### config.mk
export PLATFORM = sky130hd
export DESIGN_NAME = vga_timing_gen
export DESIGN_NICKNAME = d
export VERILOG_FILES = /design/src/rtl/vga_timing_gen.sv
export SDC_FILE = /design/constraint.sdc
export NUM_CORES = 1
export LEC_CHECK = 0
export BUFFER_PORTS_ARGS = -buffer_cell sky130_fd_sc_hd__buf_2
export CAP_MARGIN = 20
export CORE_ASPECT_RATIO = 0.75
export CORE_MARGIN = 2
export CORE_UTILIZATION = 45
export DETAILED_ROUTE_END_ITERATION = 7
export PLACE_DENSITY = 0.69
export SLEW_MARGIN = 20
export SYNTH_ARGS = -nofsm -noshare
export SYNTH_HDL_FRONTEND = slang
export SYNTH_SLANG_ARGS = --single-unit
### constraint.sdc
create_clock -name i_pclk -period 3 [get_ports i_pclk]
set_clock_uncertainty 0.15 [all_clocks]
set_input_delay 0.15 -clock i_pclk [delete_from_list [all_inputs] [get_ports i_pclk]]
set_output_delay 0.15 -clock i_pclk [all_outputs]
set_load 0.05 [all_outputs]
### src/rtl/vga_timing_gen.sv
// Raster timing generator and pixel output stage for a VGA port.
// Latency: fetch outputs are combinational from the counters; all others lag by DATA_LAT+1 cycles.
// Backpressure: none; frame-buffer data is taken on every cycle it is sampled.
//
// Ports:
//   i_pclk        pixel clock, all logic on the rising edge
//   i_reset       synchronous active-high reset
//   i_vga_data    {r,g,b} read data for the address issued DATA_LAT cycles earlier
//   o_h_addr      column being fetched (0 outside the active region)
//   o_v_addr      row being fetched (0 outside the active region)
//   o_addr_valid  fetch position is inside the active region
//   o_hsync       horizontal sync, active level HS_POL
//   o_vsync       vertical sync, active level VS_POL
//   o_valid       output pixel is visible
//   o_vga_r/g/b   colour outputs, forced to 0 when o_valid is low
//   o_line_start  one-cycle pulse on the first pixel slot of every line
//   o_frame_start one-cycle pulse on the first pixel slot of line 0
module vga_timing_gen #(
  parameter int H_ACTIVE = 640,
  parameter int H_FP     = 16,
  parameter int H_SYNC   = 96,
  parameter int H_BP     = 48,
  parameter int V_ACTIVE = 480,
  parameter int V_FP     = 10,
  parameter int V_SYNC   = 2,
  parameter int V_BP     = 33,
  parameter bit HS_POL   = 1'b0,
  parameter bit VS_POL   = 1'b0,
  parameter int DATA_LAT = 1,
  parameter int CW       = 4,
  parameter int AW       = 10
) (
  input  logic            i_pclk,
  input  logic            i_reset,
  input  logic [3*CW-1:0] i_vga_data,
  output logic [AW-1:0]   o_h_addr,
  output logic [AW-1:0]   o_v_addr,
  output logic            o_addr_valid,
  output logic            o_hsync,
  output logic            o_vsync,
  output logic            o_valid,
  output logic [CW-1:0]   o_vga_r,
  output logic [CW-1:0]   o_vga_g,
  output logic [CW-1:0]   o_vga_b,
  output logic            o_line_start,
  output logic            o_frame_start
);

  localparam int H_TOTAL = H_ACTIVE + H_FP + H_SYNC + H_BP;
  localparam int V_TOTAL = V_ACTIVE + V_FP + V_SYNC + V_BP;
  localparam int HW      = $clog2(H_TOTAL);
  localparam int VW      = $clog2(V_TOTAL);
  localparam int L       = DATA_LAT + 1;

  // Every boundary is strictly below the total, so all fit in the counter width.
  localparam logic [HW-1:0] H_LAST     = HW'(H_TOTAL - 1);
  localparam logic [HW-1:0] H_ACT_END  = HW'(H_ACTIVE);
  localparam logic [HW-1:0] H_SYNC_BEG = HW'(H_ACTIVE + H_FP);
  localparam logic [HW-1:0] H_SYNC_END = HW'(H_ACTIVE + H_FP + H_SYNC);
  localparam logic [VW-1:0] V_LAST     = VW'(V_TOTAL - 1);
  localparam logic [VW-1:0] V_ACT_END  = VW'(V_ACTIVE);
  localparam logic [VW-1:0] V_SYNC_BEG = VW'(V_ACTIVE + V_FP);
  localparam logic [VW-1:0] V_SYNC_END = VW'(V_ACTIVE + V_FP + V_SYNC);

  if (DATA_LAT < 0 || DATA_LAT > 4) begin : g_err_lat
    $error("vga_timing_gen: DATA_LAT must be in 0..4");
  end
  if (H_ACTIVE > 2**AW || V_ACTIVE > 2**AW) begin : g_err_aw
    $error("vga_timing_gen: active region does not fit in AW address bits");
  end
  if (H_FP <= 0 || H_SYNC <= 0 || H_BP <= 0 ||
      V_FP <= 0 || V_SYNC <= 0 || V_BP <= 0) begin : g_err_porch
    $error("vga_timing_gen: porch and sync widths must be non-zero");
  end

  logic [HW-1:0]   r_x;
  logic [VW-1:0]   r_y;
  logic [L-1:0]    r_vld_p;
  logic [L-1:0]    r_hs_p;
  logic [L-1:0]    r_vs_p;
  logic [L-1:0]    r_ls_p;
  logic [L-1:0]    r_fs_p;
  logic [3*CW-1:0] r_rgb;

  logic w_addr_valid;
  logic w_hs_lvl;
  logic w_vs_lvl;
  logic w_line_first;
  logic w_frame_first;
  logic [L-1:0] w_vld_n;
  logic [L-1:0] w_hs_n;
  logic [L-1:0] w_vs_n;
  logic [L-1:0] w_ls_n;
  logic [L-1:0] w_fs_n;

  always_ff @(posedge i_pclk) begin
    if (i_reset) begin
      r_x <= '0;
      r_y <= '0;
    end else if (r_x == H_LAST) begin
      r_x <= '0;
      r_y <= (r_y == V_LAST) ? '0 : r_y + VW'(1);
    end else begin
      r_x <= r_x + HW'(1);
    end
  end

  assign w_addr_valid = (r_x < H_ACT_END) && (r_y < V_ACT_END);
  assign o_addr_valid = w_addr_valid;
  assign o_h_addr     = w_addr_valid ? AW'(r_x) : '0;
  assign o_v_addr     = w_addr_valid ? AW'(r_y) : '0;

  // Sync levels are formed before the pipeline so the outputs come straight from flops.
  assign w_hs_lvl      = ((r_x >= H_SYNC_BEG) && (r_x < H_SYNC_END)) ? HS_POL : ~HS_POL;
  assign w_vs_lvl      = ((r_y >= V_SYNC_BEG) && (r_y < V_SYNC_END)) ? VS_POL : ~VS_POL;
  assign w_line_first  = (r_x == '0);
  assign w_frame_first = w_line_first && (r_y == '0);

  // Next pipeline contents: stage k loads stage k-1, stage 0 loads the fresh value.
  // The cast drops the old last stage, which has already been presented.
  assign w_vld_n = L'({r_vld_p, w_addr_valid});
  assign w_hs_n  = L'({r_hs_p, w_hs_lvl});
  assign w_vs_n  = L'({r_vs_p, w_vs_lvl});
  assign w_ls_n  = L'({r_ls_p, w_line_first});
  assign w_fs_n  = L'({r_fs_p, w_frame_first});

  always_ff @(posedge i_pclk) begin
    if (i_reset) begin
      r_vld_p <= '0;
      r_hs_p  <= {L{~HS_POL}};
      r_vs_p  <= {L{~VS_POL}};
      r_ls_p  <= '0;
      r_fs_p  <= '0;
      r_rgb   <= '0;
    end else begin
      r_vld_p <= w_vld_n;
      r_hs_p  <= w_hs_n;
      r_vs_p  <= w_vs_n;
      r_ls_p  <= w_ls_n;
      r_fs_p  <= w_fs_n;
      // Read data for the pixel entering the last stage arrives on this very edge.
      r_rgb   <= w_vld_n[L-1] ? i_vga_data : '0;
    end
  end

  assign o_valid       = r_vld_p[L-1];
  assign o_hsync       = r_hs_p[L-1];
  assign o_vsync       = r_vs_p[L-1];
  assign o_line_start  = r_ls_p[L-1];
  assign o_frame_start = r_fs_p[L-1];
  assign o_vga_r       = r_rgb[3*CW-1:2*CW];
  assign o_vga_g       = r_rgb[2*CW-1:CW];
  assign o_vga_b       = r_rgb[CW-1:0];

endmodule

Word level (Yosys, flattened, before mapping)
Cells that the tools add are included.
{"block": "totals", "register_bits": 42, "in_bits": 14, "elab_cells": 32}
{"block": "op_classes", "add_sub_neg": 2, "n_lt_le_gt_ge": 6, "eq_ne": 2, "mux": 5, "n_bitwise": 1, "n_reduce_logical": 8}
{"operator": "10-bit two-way mux", "count": 3}
{"operator": "10-bit by 1-bit adder with 10-bit output, second input constant", "count": 2}
{"operator": "10-bit equality test, second input constant", "count": 2}
{"operator": "10-bit zero test", "count": 2}
{"operator": "10-bit less-than comparator, second input constant", "count": 2}
{"operator": "10-bit by 9-bit less-than comparator with 1-bit output, second input constant", "count": 2}
{"operator": "10-bit greater-or-equal comparator, second input constant", "count": 1}
{"operator": "10-bit by 9-bit greater-or-equal comparator with 1-bit output, second input constant", "count": 1}
{"operator": "1-bit logical AND", "count": 4}
{"operator": "2-bit OR reduction", "count": 2}
{"operator": "1-bit two-way mux", "count": 2}
{"operator": "1-bit NOT", "count": 1}

Depth between registers and ports, before layout
Gate-level depths: netlist of run 1.
{"block": "depth", "ltp_word": 3, "depth_mapped": 7}

Worst setup path after synthesis of run 1
Ideal clock, no wire load.
{"block": "synth_path", "path_kind": "register to output", "from": "register r_y[5]", "to": "output port o_v_addr[0]", "t_arrival_ns": 1.882, "required_time_ns": 2.700, "setup_slack_ns": 0.818, "stages_incl_launch_ff": 6, "path_cell_list": "dfxtp_1 > and3_1 > nand2_1 > and3b_1 > clkbuf_1 > and2_1"}
{"block": "synth_between", "elab_chain_len": 3}
{"item": "start: declaration", "line_no": "77", "source": "logic [VW-1:0] r_y;"}
{"item": "start signal: assignment", "line_no": "102", "source": "r_y <= (r_y == V_LAST) ? '0 : r_y + VW'(1);"}
{"item": "10-bit by 9-bit less-than comparator with 1-bit output", "line_no": "108", "source": "assign w_addr_valid = (r_x < H_ACT_END) && (r_y < V_ACT_END);"}
{"item": "1-bit logical AND", "line_no": "108"}
{"item": "net o_addr_valid", "line_no": "38", "source": "output logic o_addr_valid,"}
{"item": "10-bit two-way mux", "line_no": "111", "source": "assign o_v_addr = w_addr_valid ? AW'(r_y) : '0;"}
{"item": "end: declaration", "line_no": "37", "source": "output logic [AW-1:0] o_v_addr,"}
The timed path passes the listed nets, and every way through them passes these cells.

Worst setup path after layout of run 1
{"block": "layout_path", "from": "register r_y[5]", "to": "output port o_h_addr[6]"}
{"block": "layout_between", "elab_chain_len": 3}
{"item": "10-bit by 9-bit less-than comparator with 1-bit output", "line_no": "108"}
{"item": "1-bit logical AND", "line_no": "108"}
{"item": "10-bit two-way mux", "line_no": "110", "source": "assign o_h_addr = w_addr_valid ? AW'(r_x) : '0;"}
{"item": "end: declaration", "line_no": "36", "source": "output logic [AW-1:0] o_h_addr,"}
No other way between the ends.

==> out/metrics.csv, run 1 <==
metric,value,unit
required,2700,ps
antenna_found_initial,0,
p_seq_share,54.6,%
worstSetupStartpointType,flop,
grt_pass1_vias,1253,
synthArstFlopShare,0,%
syn_inst,189,
drive_above_1_share,28.2,%
synth_most_common_cell,dfxtp_1,
vias_per_cell,4.76,
dp_hpwl,2.40,mm
final_max_slew_viol_count,0,
rows,19,
critPathSlowestCell,and3b_1,
grt_max_degree,22,
finalInstanceArea,2260,um2
ys_types,40,
antenna_cells,0,
syn-cell-area,1780,um2
grt_setup_unrepaired,false,
synth_fp_nets,207,
cp-end-kind,output pin,
placed_area,2050,um2
first_pass_iters,4,
clkLatencyLatePin,300,ps
core_area,3730,um2
synth_top_cell_by_area,dfxtp_1,
internal-power,0.778,mW
leakagePower,1.02,nW
yosysSeqAreaShare,47.3,%
cts_buffers,5,
path_class,flop to output pin,
path_clk_slew,80,ps
ir_drop,0.000216,V
max_freq,436,MHz
die_w,76.6,um
vias,1427,
track_usage,17.0,%
place.gp.congestion,0.795,
setup_viol,0,
synthFlopType,dfxtp_1,
cp.arrival,1990,ps
switching_share,26.8,%
syn_area_per_cell,9.41,um2
max_slew_margin,58.6,%
period_share,76.4,%
crit_path_max_fanout,21,
p_switching,0.285,mW
clockRootBuffer,clkbuf_8,
totalWireLength,3.63,mm
final_nets,265,
worstMarginPinSlew,620,ps
portBuffers,50,
hold_slack,59.7,ps
grt_pass1_wl,5.89,mm
hold_class,input pin to flop,
critPathMaxStageDelay,520,ps
drtAntennaViolNets,0,
wl_per_cell,12.1,um
tritoncts,yes,
combPwrFrac,10.3,%
clock_power_share,35.1,%
area_growth,27.2,%
fin_crit,2290,ps
power.density,470,nW/um2
dr.first_iter.drc_count,75,
yosysWarnings,0,
yosys-top-cells-count,"dfxtp_1 (42), and2_1 (31), nor2_1 (21), clkbuf_1 (8)",
drc,0,
outcome,completed,
crit_chain,and3_1 -> nand2_1 -> and3b_1 -> and2_1 -> buf_2,
start_util,47.6,%
clockBufferDepth,2,
synth_seq_cells,42,
cts.repair.resized,0,
hold_viol_final,0,
cap_violations,0,
fp.dieH,58.4,um
design.die.area,4470,um2
tns,0,ps
synth_enable_flop_cells,0,
fin_cells,300,
grt.overflow.total,0,
synth_top_area_share,47.3,%
clock_sinks,42,
ios,52,
htree_levels,2,
fillers,346,
dp_cells,280,
synth_area_leaders,"dfxtp_1 (47%), and2_1 (11%), nor2_1 (4.4%), xnor2_1 (3.4%), xor2_1 (3.0%)",
-- flip-flops by register name, summed over array words and instances (netlist names) --
signal,flops
r_fs_p,2
r_hs_p,2
r_ls_p,2
r_rgb,12
r_vld_p,2
r_vs_p,2
r_x,10
r_y,10
-- power groups by stage --
stage | Clock, mW | Combinational [mW] | Sequential [mW]
after CTS | 0.386 | 0.109 | 0.581
after global placement | 0 | 0.0975 | 0.593
after global routing | 0.410 | 0.117 | 0.583
after detailed placement | 0 | 0.0970 | 0.594
final | 0.374 | 0.109 | 0.581
after floorplan | 0 | 0.0411 | 0.625
-- kinds of logic (layout without fill, tap and decap cells) --
| logic type | count (synthesis) | after routing | share of synthesized area (%) |
|---|---|---|---|
| and+or+nand+nor | 99 | 99 | 34.3 |
| muxes | 2 | 2 | 1.13 |
| other | 1 | 1 | 0.211 |
| AOI/OAI and AO/OA | 10 | 10 | 3.73 |
| DFF | 42 | 42 | 47.3 |
| xor gates and xnor gates | 13 | 13 | 6.40 |
| buffers and inverters | 18 | 77 | 4.08 |
| adders and majority gates | 4 | 4 | 2.82 |
-- worst paths after layout --
path | startpoint | to | slack (ps) | depth (start not counted)
max | r_y[5] | o_h_addr[6] | 710 | 5
min | i_reset | r_x[6] | 60 | 2
max reg2reg | r_x[0] | r_y[9] | 920 | 5
min reg2reg | r_hs_p[0] | r_hs_p[1] | 260 | 1
-- worst max-delay path: cells and delay by family, from the launching register on --
family,cells,cell delay [ps]
DFF,1,380
buffers and inverters,1,260
and+or+nand+nor,4,1040
-- cells in the final DEF, fill, tap and decap left out, types with 2 or more instances in the layout --
master	count
xnor2_1	7
o21ai_0	3
a31o_2	2
or3_1	2
ha_1	4
buf_2	50
xor2_1	6
dlygate4sd3_1	12
or2_2	4
mux2i_1	2
and2_1	31
nor4_1	6
nor2_1	21
clkbuf_8	5
nand3_1	7
a21oi_1	3
nand4_1	3
nand2_1	3
nor2b_1	4
and3_1	2
dfxtp_1	42
inv_1	7
nor3_1	3
-- metrics by stage --
stage                     worst slack, ps  util (%)  power [mW]
after global routing                  512      60.6        1.11
after CTS                             686      60.6        1.08
after detailed placement              939      54.8       0.691
after global placement                998      54.8       0.691
after floorplan                       818         -       0.666
final                                 707      60.6        1.06
-- metal layers --
metal | part of all wire (%) | track usage (%) | wire length (um)
met5 | 0 | 0 | 0
met4 | 1.2 | 5.71 | 42
met3 | 4.2 | 6.13 | 152
met2 | 42 | 25.2 | 1530
met1 | 52 | 23.2 | 1900
-- area by class of cell --
cell class	count	area [um2]	area share, %
Inverter	7	26.3	1.16
Clock buffer	5	68.8	3.04
Multi-Input combinational cell	129	865	38.2
Timing Repair Buffer	62	370	16.4
Sequential cell	42	841	37.2
Tap cell	52	65.1	2.88
Clock inverter	3	25.0	1.11
-- what timing repair did --
action / CTS / global route
hold buffers: 12 / 0
hold endpoints to repair: 12 / 0
setup endpoints to repair: 0 / 0
buffers inserted: 0 / 0
Note: power is estimated with default switching activity, not from simulation.
==> inputs of run 2 (changes only) <==
Settings changed: PLACE_DENSITY 0.69 to 0.72.
Clock period 3 ns to 2.1 ns, I/O delays scaled along.
==> out/metrics.csv, run 2 (same netlist as run 1, synthesis figures left out) <==
metric,value,unit,change
htree_levels,2,,unchanged
start_util,47.6,%,unchanged
core_area,3730,um2,unchanged
max_freq,509,MHz,
hold_viol_final,0,,unchanged
r2r_cells,5,,unchanged
utilization,62.3,%,+1.7 points
crit_chain,ha_2 -> nand3_4 -> or4_4 -> or3_1 -> a21oi_1,,
critPathSlowestCell,or4_4,,
path_clk_slew,80,ps,about the same
largest-register,r_rgb,,
required,2180,ps,-520 ps
cp.arrival,2050,ps,+60 ps
leakagePower,1.05,nW,+3.3%
grt_max_degree,22,,unchanged
drive_above_1_share,31.0,%,+2.8 points
reg_top3,"r_rgb: 12 flops, r_x: 10 flops, r_y: 10 flops",,
tns,0,ps,unchanged
cp-end-kind,flop,,
drc,0,,unchanged
setup_viol,0,,unchanged
totalWireLength,3.70,mm,+2.1%
worstMarginPinSlew,573,ps,-47.4 ps
crit_path_max_fanout,5,,-76%
cts_buffers,5,,unchanged
antenna_found_initial,0,,unchanged
layout_common_cells,"buf_2 (46), dfxtp_1 (42), and2_1 (31), nor2_1 (21), dlygate4sd3_1 (12)",,
dr.first_iter.drc_count,79,,+5.3%
cp_num_buf_inv,0,,-1
cap_violations,0,,unchanged
grt_pass1_wl,6.11,mm,+3.6%
ios,52,,unchanged
fp.dieH,58.4,um,unchanged
final_common_cell,buf_2,,
antenna_cells,0,,unchanged
rows,19,,unchanged
hold-path-cell-count,2,,unchanged
tritoncts,yes,,
final_nets,272,,+2.6%
track_usage,17.7,%,+0.78 points
largest_reg_flops,12,,unchanged
first_pass_iters,4,,unchanged
drtAntennaViolNets,0,,unchanged
critPathTopFamily,simple AND/OR/NAND/NOR gates,,
clockBufferDepth,2,,unchanged
clkLatencyLatePin,300,ps,about the same
area_growth,30.8,%,
rrSetupSlack,130,ps,-790 ps
hold_class,input pin to flop,,
worstSetupStartpointType,flop,,
clock_sinks,42,,unchanged
place.gp.congestion,0.860,,+8.1%
final_max_slew_viol_count,0,,unchanged
wl_per_cell,12.1,um,-0.23%
portBuffers,50,,unchanged
clockRootBuffer,clkbuf_8,,
period_share,93.6,%,
max_slew_margin,61.7,%,+3.2 points
grt_pass1_vias,1268,,+1.2%
ir_drop,0.000370,V,+72%
critPathMaxStageDelay,580,ps,+60 ps
fillers,329,,-4.9%
fin_crit,1970,ps,
design.die.area,4470,um2,unchanged
outcome,completed,,
die_w,76.6,um,unchanged
rr_startpoint,r_x[1],,
total_power,1.50,mW,+41%
grt.overflow.total,0,,unchanged
vias_per_cell,4.68,,-1.5%
cts_setup_buffers,0,,unchanged
dp_hpwl,2.47,mm,+2.9%
hold_end,r_vld_p[0],,
hold_start,i_reset,,
worstReg2RegEnd,r_y[9],,
vias,1438,,+0.77%
path_class,flop to flop,,
power.density,645,nW/um2,+37%
grt_setup_unrepaired,false,,
-- run 2: where the power goes --
group          switching (mW)  internal, mW
clock network           0.279         0.233
logic                   0.104        0.0551
registers             0.00986         0.819
-- run 2: how the worst max path moves through the flow --
| stage | from | endpoint | slack [ps] | cells past startpoint |
|---|---|---|---|---|
| global placement | r_x[1] | r_y[9] | 170 | 5 |
| CTS | r_y[7] | o_h_addr[8] | 60 | 5 |
| finish | r_x[1] | r_y[9] | 130 | 5 |
| floorplan | r_x[0] | r_y[7] | 150 | 5 |
| global route | r_y[7] | o_v_addr[7] | 0.06 | 5 |
| detailed placement | r_x[1] | r_y[9] | 130 | 5 |
-- run 2: layer usage --
| metal | GRT usage (%) | routed length (um) |
|---|---|---|
| met4 | 6.23 | 51 |
| met5 | 0 | 0 |
| met1 | 24.5 | 1840 |
| met2 | 26.0 | 1600 |
| met3 | 6.13 | 204 |
-- run 2: layout make-up --
type,instances,area (um2),area share (%)
sequential,42,841,36.1
inverter,7,26.3,1.13
clock buffer,5,68.8,2.96
multi-input combinational,129,871,37.4
timing repair buffer,69,433,18.6
tap,52,65.1,2.80
clock inverter,3,21.3,0.914
-- run 2: repair_timing --
item                                   CTS  global route
endpoints found under the hold margin   12             0
setup endpoints to repair               20            20
resized for setup                        1             6
hold buffers                            12             0
-- run 2: stage by stage --
step | std cells | setup WS (ps) | hold WS, ps | instance area [um2]
final | 307 | 134 | 9.25 | 2330
after global routing | 307 | 0.0629 | 26.8 | 2330
after CTS | 307 | 59.8 | 10.7 | 2310
after detailed placement | 287 | 132 | 158 | 2100
after global placement | 287 | 172 | 155 | 2100
after floorplan | 189 | 152 | 76.7 | 1780
==> inputs of run 3 (changes only) <==
Settings changed: CTS_CLUSTER_DIAMETER set to 40, REMOVE_ABC_BUFFERS set to 1.
==> out/metrics.csv, run 3 (same netlist as run 1, synthesis figures left out) <==
metric,value,unit,change
r2r_cells,5,,unchanged
hold_viol_final,0,,unchanged
critPathTopFamily,simple AND/OR/NAND/NOR gates,,
worstReg2RegEnd,r_y[7],,
hold_start,i_reset,,
drtAntennaViolNets,0,,unchanged
fp.dieH,58.4,um,unchanged
combPwrFrac,10.7,%,about the same
dr.first_iter.drc_count,65,,-18%
cp-end-kind,flop,,
grt.overflow.total,0,,unchanged
fillers,315,,-4.3%
grt_pass1_vias,1290,,+1.7%
setup_viol,0,,unchanged
outcome,completed,,
antenna_cells,0,,unchanged
clockRootBuffer,clkbuf_8,,
crit_chain,ha_2 -> nand3_4 -> or4_4 -> or3_1 -> a21oi_1,,
design.die.area,4470,um2,unchanged
dp_hpwl,2.46,mm,-0.65%
hold_slack,15.1,ps,+5.89 ps
cp_num_buf_inv,0,,unchanged
clockBufferDepth,2,,unchanged
max_slew_margin,62.1,%,+0.35 points
place.gp.congestion,0.761,,-11%
area_growth,30.3,%,
critPathMaxStageDelay,570,ps,about the same
layout_common_cells,"buf_2 (50), dfxtp_1 (41), and2_1 (31), nor2_1 (21), dlygate4sd3_1 (12)",,
post-place-ws,112,ps,-20.0 ps
p_switching,0.395,mW,+0.50%
final_nets,272,,unchanged
hold-path-cell-count,2,,unchanged
switching_share,26.3,%,+0.093 points
totalWireLength,3.77,mm,+1.8%
leakagePower,1.05,nW,+0.20%
tritoncts,yes,,
hold_class,input pin to flop,,
reg_top3,"r_rgb: 12 flops, r_x: 10 flops, r_y: 10 flops",,
first_pass_iters,4,,unchanged
final_common_cell,buf_2,,
ios,52,,unchanged
clock_sinks,42,,unchanged
worstMarginPinSlew,567,ps,-5.26 ps
hold_end,r_x[6],,
period_share,94.4,%,+0.82 points
grt_setup_unrepaired,false,,
final_max_slew_viol_count,0,,unchanged
required,2180,ps,about the same
fin_crit,1980,ps,+17.3 ps
vias_per_cell,4.90,,+4.5%
crit_path_max_fanout,5,,unchanged
cap_violations,0,,unchanged
rr_startpoint,r_x[1],,
drc,0,,unchanged
total_power,1.50,mW,+0.15%
cp.arrival,2060,ps,about the same
drive_above_1_share,31.4,%,+0.39 points
power.density,648,nW/um2,+0.52%
path_class,flop to flop,,
internal-power,1.11,mW,about the same
clkLatencyLatePin,290,ps,about the same
worstSetupStartpointType,flop,,
tns,0,ps,unchanged
vias,1503,,+4.5%
ir_drop,0.000349,V,-5.6%
clock_power_share,34.1,%,about the same
core_area,3730,um2,unchanged
rrSetupSlack,120,ps,-20 ps
antenna_found_initial,0,,unchanged
start_util,47.6,%,unchanged
max_freq,504,MHz,-0.87%
p_seq_share,55.2,%,about the same
largest-register,r_rgb,,
grt_max_degree,22,,unchanged
htree_levels,2,,unchanged
largest_reg_flops,12,,unchanged
path_clk_slew,80,ps,about the same
portBuffers,50,,unchanged
finalWorstSetupSlack,117,ps,-17.3 ps
rows,19,,unchanged
track_usage,17.0,%,-0.77 points
grt_pass1_wl,5.97,mm,-2.3%
die_w,76.6,um,unchanged
cts_buffers,5,,unchanged
wl_per_cell,12.3,um,+1.8%
critPathSlowestCell,or4_4,,
-- run 3: area by class of cell --
cell class,instances,area [um2],area share (%)
timing repair buffer,69,423,18.3
tap,52,65.1,2.81
sequential,42,842,36.3
multi-input combinational,129,871,37.6
clock buffer,5,68.8,2.97
clock inverter,3,21.3,0.918
inverter,7,26.3,1.13
-- run 3: worst max-delay path by stage --
stage / startpoint / endpoint / slack, ps / depth (start not counted)
after floorplan: r_y[5] / o_h_addr[0] / 40 / 4
after global placement: r_x[1] / r_y[7] / 180 / 5
after detailed placement: r_x[1] / r_y[7] / 110 / 5
after CTS: r_y[5] / o_h_addr[2] / 90 / 5
after global routing: r_x[1] / r_y[7] / 10 / 5
final: r_x[1] / r_y[7] / 120 / 5
-- run 3: per-stage QoR --
step                cells  area [um2]  utilization [%]
finish                307        2320             62.1
global route          307        2320             62.1
CTS                   307        2310             61.9
detailed placement    287        2100             56.3
global placement      287        2100             56.3
floorplan             178        1730                -
-- run 3: power by group through the flow --
| stage | Combinational, mW | Clock [mW] | Sequential [mW] |
|---|---|---|---|
| final | 0.161 | 0.512 | 0.829 |
| after global routing | 0.172 | 0.558 | 0.831 |
| after CTS | 0.160 | 0.532 | 0.829 |
| after detailed placement | 0.142 | 0 | 0.848 |
| after global placement | 0.142 | 0 | 0.846 |
| after floorplan | 0.0541 | 0 | 0.893 |
-- run 3: metal layers --
metal	up-vias	GRT usage, %	routed length [um]
li1	754	-	-
met1	697	21.6	1800
met2	47	28.2	1720
met3	5	5.06	217
met4	0	5.45	31
met5	-	0	0
-- run 3: timing repair --
action                                  in CTS  in global routing
gates resized for setup                      1                  3
endpoints found under the setup margin      19                 20
setup buffers                                0                  0
hold buffers                                12                  0
hold endpoints to repair                    12                  0
